$ cat src/rtl/arb_pkg.sv
// -----------------------------------------------------------------------------
// arb_pkg
// Shared constants, state type and helpers for the mux_sel_arbiter slice.
//   NUM_REQ       : number of requesters sharing the result mux
//   SEL_W         : width of the binary mux select
//   arb_state_t   : arbiter ownership state {IDLE, OWNED}
//   onehot_to_idx : converts a one-hot vector to its binary bit index
// -----------------------------------------------------------------------------
package arb_pkg;

  localparam int unsigned NUM_REQ = 8;
  localparam int unsigned SEL_W   = 3;

  typedef enum logic {
    IDLE  = 1'b0,
    OWNED = 1'b1
  } arb_state_t;

  // OR-combines the indices of all set bits; exact for a one-hot input,
  // returns 0 for an all-zero input.
  function automatic logic [SEL_W-1:0] onehot_to_idx(input logic [NUM_REQ-1:0] oh);
    logic [SEL_W-1:0] idx;
    idx = '0;
    for (int unsigned i = 0; i < NUM_REQ; i++) begin
      if (oh[i]) begin
        idx = idx | SEL_W'(i);
      end
    end
    return idx;
  endfunction

endpackage

$ cat src/rtl/rr_pick8.sv
// -----------------------------------------------------------------------------
// rr_pick8
// Combinational round-robin picker over eight requests.
// Searches (req & mask) starting at ptr and moving upward, wrapping 7->0;
// the first set bit wins.
// Ports:
//   req   [7:0] in  : request vector
//   ptr   [2:0] in  : index with highest priority
//   mask  [7:0] in  : 1 = eligible, 0 = excluded from this decision
//   found       out : at least one eligible request
//   idx   [2:0] out : winning index (meaningful only when found)
// -----------------------------------------------------------------------------
module rr_pick8
  import arb_pkg::*;
(
  input  logic [NUM_REQ-1:0] req,
  input  logic [SEL_W-1:0]   ptr,
  input  logic [NUM_REQ-1:0] mask,
  output logic               found,
  output logic [SEL_W-1:0]   idx
);

  logic [NUM_REQ-1:0] w_cand;
  logic [NUM_REQ-1:0] w_rot;
  logic [NUM_REQ-1:0] w_first;

  // Rotate so that bit 0 of w_rot is the candidate at ptr; the lowest set
  // bit of the rotated vector is then the round-robin winner.
  always_comb begin
    w_cand = req & mask;
    w_rot  = '0;
    for (int unsigned i = 0; i < NUM_REQ; i++) begin
      w_rot[i] = w_cand[SEL_W'(i) + ptr];
    end
  end

  assign w_first = w_rot & (~w_rot + NUM_REQ'(1));
  assign found   = |w_cand;
  // Undo the rotation; the 3-bit add wraps modulo 8.
  assign idx     = onehot_to_idx(w_first) + ptr;

endmodule

$ cat src/rtl/mux_sel_arbiter.sv
// -----------------------------------------------------------------------------
// mux_sel_arbiter
// Round-robin arbiter sharing the 8:1 result mux among eight requesters.
// One owner at a time; ownership lasts while the owner's level request
// stays high. On release the next owner is picked in the same cycle and
// granted on the next edge with no idle bubble. All outputs are registered.
//
// Optional feature (macro ARB_TIMEOUT_EN): ownership is bounded to MAX_HOLD
// cycles; on expiry the owner is revoked as if it had released, and
// `timeout` pulses for one cycle together with the new grant value.
// Without the macro there is no hold counter and `timeout` stays 0.
//
// Parameters:
//   MAX_HOLD      : max ownership cycles (1..255), ARB_TIMEOUT_EN only
// Ports:
//   clk           in  : clock, rising edge
//   rst_n         in  : asynchronous active-low reset
//   req     [7:0] in  : level requests, bit i = requester i
//   gnt     [7:0] out : one-hot grant, zero when no owner
//   sel     [2:0] out : binary owner index, held while idle
//   busy          out : high while a grant is asserted
//   timeout       out : one-cycle pulse on forced revocation
// -----------------------------------------------------------------------------
module mux_sel_arbiter
  import arb_pkg::*;
#(
  parameter int unsigned MAX_HOLD = 16
) (
  input  logic               clk,
  input  logic               rst_n,
  input  logic [NUM_REQ-1:0] req,
  output logic [NUM_REQ-1:0] gnt,
  output logic [SEL_W-1:0]   sel,
  output logic               busy,
  output logic               timeout
);

  if (MAX_HOLD < 1 || MAX_HOLD > 255) begin : g_bad_max_hold
    $error("mux_sel_arbiter: MAX_HOLD must be in 1..255");
  end

  arb_state_t         r_state;
  arb_state_t         w_state_nxt;
  logic [SEL_W-1:0]   r_ptr;
  logic [SEL_W-1:0]   w_ptr_nxt;
  logic [NUM_REQ-1:0] r_gnt;
  logic [NUM_REQ-1:0] w_gnt_nxt;
  logic [SEL_W-1:0]   r_sel;
  logic [SEL_W-1:0]   w_sel_nxt;
  logic               r_busy;
  logic               w_busy_nxt;
  logic               r_timeout;
  logic               w_timeout_nxt;

  logic [NUM_REQ-1:0] w_mask;
  logic               w_found;
  logic [SEL_W-1:0]   w_idx;
  logic               w_release;
  logic               w_expire;
  logic               w_decide;

`ifdef ARB_TIMEOUT_EN
  logic [7:0]         r_hold_cnt;
  logic [7:0]         w_hold_cnt_nxt;
`endif

  // The current owner is masked out so a release or revocation always
  // hands over to someone else; when idle everyone is eligible.
  assign w_mask    = (r_state == OWNED) ? ~(NUM_REQ'(1) << r_sel) : '1;
  assign w_release = (r_state == OWNED) && !req[r_sel];

`ifdef ARB_TIMEOUT_EN
  // r_hold_cnt counts completed hold cycles, so the current OWNED cycle is
  // number r_hold_cnt+1; expiry at MAX_HOLD gives exactly MAX_HOLD cycles.
  assign w_expire  = (r_state == OWNED) && req[r_sel] &&
                     ((9'(r_hold_cnt) + 9'd1) == 9'(MAX_HOLD));
`else
  assign w_expire  = 1'b0;
`endif

  rr_pick8 u_pick (
    .req   (req),
    .ptr   (r_ptr),
    .mask  (w_mask),
    .found (w_found),
    .idx   (w_idx)
  );

  always_comb begin
    w_state_nxt   = r_state;
    w_ptr_nxt     = r_ptr;
    w_gnt_nxt     = r_gnt;
    w_sel_nxt     = r_sel;
    w_busy_nxt    = r_busy;
    w_timeout_nxt = 1'b0;
    w_decide      = 1'b0;
`ifdef ARB_TIMEOUT_EN
    w_hold_cnt_nxt = r_hold_cnt;
`endif

    case (r_state)
      IDLE: begin
        w_decide = 1'b1;
      end
      OWNED: begin
        if (w_release || w_expire) begin
          w_decide      = 1'b1;
          w_timeout_nxt = w_expire;
        end
`ifdef ARB_TIMEOUT_EN
        if (!w_release && !w_expire) begin
          w_hold_cnt_nxt = r_hold_cnt + 8'd1;
        end
`endif
      end
      default: begin
        w_decide = 1'b1;
      end
    endcase

    if (w_decide) begin
      if (w_found) begin
        w_state_nxt = OWNED;
        w_gnt_nxt   = NUM_REQ'(1) << w_idx;
        w_sel_nxt   = w_idx;
        w_ptr_nxt   = w_idx + SEL_W'(1);
        w_busy_nxt  = 1'b1;
`ifdef ARB_TIMEOUT_EN
        w_hold_cnt_nxt = '0;
`endif
      end else begin
        // sel keeps its last value so the shared mux output stays stable.
        w_state_nxt = IDLE;
        w_gnt_nxt   = '0;
        w_busy_nxt  = 1'b0;
      end
    end
  end

  always_ff @(posedge clk or negedge rst_n) begin
    if (!rst_n) begin
      r_state   <= IDLE;
      r_ptr     <= '0;
      r_gnt     <= '0;
      r_sel     <= '0;
      r_busy    <= 1'b0;
      r_timeout <= 1'b0;
    end else begin
      r_state   <= w_state_nxt;
      r_ptr     <= w_ptr_nxt;
      r_gnt     <= w_gnt_nxt;
      r_sel     <= w_sel_nxt;
      r_busy    <= w_busy_nxt;
      r_timeout <= w_timeout_nxt;
    end
  end

`ifdef ARB_TIMEOUT_EN
  always_ff @(posedge clk or negedge rst_n) begin
    if (!rst_n) begin
      r_hold_cnt <= '0;
    end else begin
      r_hold_cnt <= w_hold_cnt_nxt;
    end
  end
`endif

  assign gnt     = r_gnt;
  assign sel     = r_sel;
  assign busy    = r_busy;
  assign timeout = r_timeout;

endmodule

$ cat config.mk
export PLATFORM = sky130hd
export DESIGN_NAME = mux_sel_arbiter
export DESIGN_NICKNAME = d
export VERILOG_FILES = /design/src/rtl/arb_pkg.sv /design/src/rtl/rr_pick8.sv /design/src/rtl/mux_sel_arbiter.sv
export SDC_FILE = /design/constraint.sdc
export NUM_CORES = 1
export LEC_CHECK = 0
export CAP_MARGIN = 20
export CORE_AREA = 2 2 82 84
export CTS_CLUSTER_SIZE = 14
export DETAILED_ROUTE_END_ITERATION = 7
export DIE_AREA = 0 0 84 86
export GPL_TIMING_DRIVEN = 0
export SETUP_SLACK_MARGIN = 0.15
export SLEW_MARGIN = 10
export SYNTH_ARGS = -nofsm -noshare
export SYNTH_HDL_FRONTEND = slang
export SYNTH_SLANG_ARGS = --single-unit
export TNS_END_PERCENT = 30
$ cat constraint.sdc
create_clock -name clk -period 4.47 [get_ports clk]
set_input_delay 1.341 -clock clk [delete_from_list [all_inputs] [get_ports clk]]
set_output_delay 1.341 -clock clk [all_outputs]
set_load 0.005 [all_outputs]
==> load_flow_metrics.sql <==
INSERT INTO impl_metrics (metric_group, metric, value, unit) VALUES
('job', 'drv.max_cap_violation_count', '0', ''),
('min_path', 'holdPathStages', '2', ''),
('cts', 'clockRootBuffer', 'clkbuf_8', ''),
('layout', 'final_layout_size_suffix_gt1_share', '33.0', '%'),
('place', 'portBuffers', '21', ''),
('detailed_routing', 'drt-vias-per-instance', '5.24', ''),
('synth', 'mappedNetlistArea', '1770', 'sq um'),
('synth', 'post_synth_xor_area_fraction', '2.90', '%'),
('setup_path', 'timing.rr.end', 'r_ptr[2]', ''),
('detailed_routing', 'detail_route.first_pass.iterations', '4', ''),
('cts', 'latest_clock_arrival_within_the_worst_skew_pair', '250', 'ps'),
('sta', 'timing_hold_violations_final', '0', ''),
('setup_path', 'cell_chain_of_the_critical_path', 'buf_2 > or2b_2 > o22a_2 > mux4_2 > a32o_2 > nand2_1 > o32ai_2 > ha_2 > fa_2 > ha_1 > ha_1 > mux2_2', ''),
('setup_path', 'required', '4610', 'ps'),
('detailed_routing', 'drtAntennaViolNets', '0', ''),
('cts', 'numClockSinks', '15', ''),
('cts', 'tritoncts', 'done', ''),
('detailed_routing', 'post_drt_wl_per_cell', '15.6', 'um'),
('floorplanning', 'floorplan.die_area', '7220', 'sq um'),
('place', 'placedInstanceArea', '2080', 'sq um'),
('grt', 'maximum_number_of_pins_on_one_net_before_global_route_repair', '16', ''),
('setup_path', 'rrSetupSlack', '320', 'ps'),
('synth', 'synthDominantAreaCellType', 'dfrtp_1', ''),
('floorplanning', 'ioPinCount', '23', ''),
('synth', 'synth_enable_flop_cells', '0', ''),
('detailed_routing', 'route.final.wire_length', '4.64', 'mm'),
('setup_path', 'delay_of_the_slowest_cell_on_the_worst_path', '600', 'ps'),
('grt', 'grt_first_pass_wirelength', '7.91', 'mm'),
('sta', 'max_clock_freq', '237', 'MHz'),
('setup_path', 'cp_slowest_cell', 'fa_2', ''),
('setup_path', 'critPathMostFrequentCell', 'ha_1', ''),
('floorplanning', 'core_area', '6280', 'sq um'),
('floorplanning', 'die_width', '84', 'um'),
('floorplanning', 'floorplan.initialDensity', '28.2', '%'),
('place', 'dpl.hpwl', '3.53', 'mm'),
('cts', 'cts-root-to-sink-buffers', '2', ''),
('layout', 'finalNonFillerCells', '298', ''),
('floorplanning', 'rows', '29', ''),
('layout', 'nNetsFinal', '241', ''),
('sta', 'worstMarginPinSlew', '671', 'ps'),
('layout', 'layout.filler_cells', '647', ''),
('synth', 'synth-main-ff-cell', 'dfrtp_1', ''),
('detailed_routing', 'initialDrtViolationCount', '124', ''),
('setup_path', 'criticalPathCategory', 'input port to register', ''),
('grt', 'grt_use_met1', '18.1', '%'),
('synth', 'yosys-mux-area-fraction', '16.1', '%'),
('place', 'gp_congestion', '0.818', ''),
('place', 'post-place-cells', '287', ''),
('sta', 'fin_crit_sh', '94.3', '%'),
('synth', 'post_synth_main_area_contributors', 'dfrtp_1, mux4_2, nand2_1, ha_1, o32ai_1', ''),
('layout', 'layout.area.seq', '375', 'sq um'),
('grt', 'globalRouteMet2Util', '23.1', '%'),
('setup_path', 'r2r_cells', '16', ''),
('sta', 'worst_slew_margin_rel', '55.1', '%'),
('synth', 'synth-seq-area-share', '21.2', '%'),
('setup_path', 'critical_path.max_fanout', '6', ''),
('floorplanning', 'die_y', '86', 'um'),
('sta', 'finalWorstSetupSlack', '256', 'ps'),
('synth', 'async_reset_ff_share', '100', '%'),
('synth', 'netlist-cell-type-count', '49', ''),
('setup_path', 'r2r_start', 'r_ptr[0]', ''),
('synth', 'yosys.area_share.adder', '6.79', '%'),
('run_status', 'run_status', 'complete, no violations', ''),
('synth', 'synth_top_cell_area_share', '21.2', '%'),
('sta', 'fin_worst_skew', '6.14', 'ps'),
('layout', 'stdcell_area', '2280', 'sq um'),
('cts', 'numCtsBuffers', '3', ''),
('layout', 'area_grow_syn2layout', '28.9', '%'),
('min_path', 'holdCritPathClass', 'register to register', ''),
('sta', 'period_needed', '4210', 'ps'),
('detailed_routing', 'routed-via-count', '1561', '');
## cell type report
type	count	share of cell area, %
Buffer	20	7.30
Clock buffer	3	1.81
Clock inverter	1	0.219
Inverter	15	2.63
Multi-Input combinational cell	139	56.9
Sequential cell	15	16.5
Tap cell	77	4.22
Timing Repair Buffer	28	10.4
## worst max path at each step
stage / end / slack (ps)
3_5_place_dp: r_ptr[2] / -710
2_1_floorplan: r_ptr[2] / 160
3_3_place_gp: r_ptr[2] / -690
4_1_cts: r_ptr[2] / 150
5_1_grt: r_ptr[2] / 180
6_report: r_ptr[2] / 260
## cell families (layout without fill, tap and decap cells)
group | after synthesis | after routing
mux | 18 | 18
buf+inv | 35 | 67
simple gates | 53 | 53
fa+ha+maj | 9 | 9
other cells | 1 | 1
xor+xnor | 5 | 5
flops | 15 | 15
compound gates | 53 | 53
## flip-flops by register name (all words and copies together), names as in the netlist
| register | cells |
|---|---|
| gnt | 8 |
| r_ptr | 3 |
| sel | 3 |
| busy | 1 |
## per-stage QoR
stage / utilization, % / hold slack [ps] / TNS (ps)
2_1_floorplan: - / 473 / 0
4_1_cts: 35.7 / 494 / 0
3_5_place_dp: 33.1 / 479 / -3780
5_1_grt: 36.3 / 516 / 0
3_3_place_gp: 33.1 / 467 / -3510
6_report: 36.3 / 486 / 0
## worst max-delay path: cells and delay by family
kind / cells / cell delay, ps
buf+inv: 1 / 140
fa+ha+maj: 4 / 1190
compound gates: 3 / 570
mux: 2 / 710
simple gates: 2 / 400
## layer usage
layer / part of all wire [%] / routed length, um
met1: 47 / 2200
met2: 49 / 2270
met3: 2.9 / 136
met4: 0.71 / 33
met5: 0 / 0
## placed cells by master, fill, tap and decap left out, types with 4 or more instances in the layout
cell and instances:
a21oi_1 4, buf_2 4, buf_4 15, buf_6 6
clkbuf_8 4, clkdlybuf4s50_1 13, dfrtp_1 15, dlygate4sd2_1 4
ha_1 6, inv_1 10, inv_2 4, mux2i_1 5
mux4_2 5, nand2_1 27, nand2b_1 4, nor2_1 4
o21ai_1 4, o221ai_1 6, o22ai_1 12, o32ai_2 6
or2b_2 4
## synth_stat cells (all sizes together) (5+ instances only)
master  count
mux4        7
o221ai      6
dfrtp      15
nand2      27
inv        15
nor2        5
o22ai      12
mux2i       7
o32ai       9
ha          8
clkbuf      5
o21ai       5
buf        15
## what timing repair did
action,CTS,global route
gates resized for setup,39,10
pin swaps,4,4
endpoints found under the hold margin,0,0
buffers inserted,2,5
setup endpoints to repair,11,6
Power is left out: the tool's default activity adds up to more than one toggle a clock period on the data nets, which glitch-free logic cannot reach.
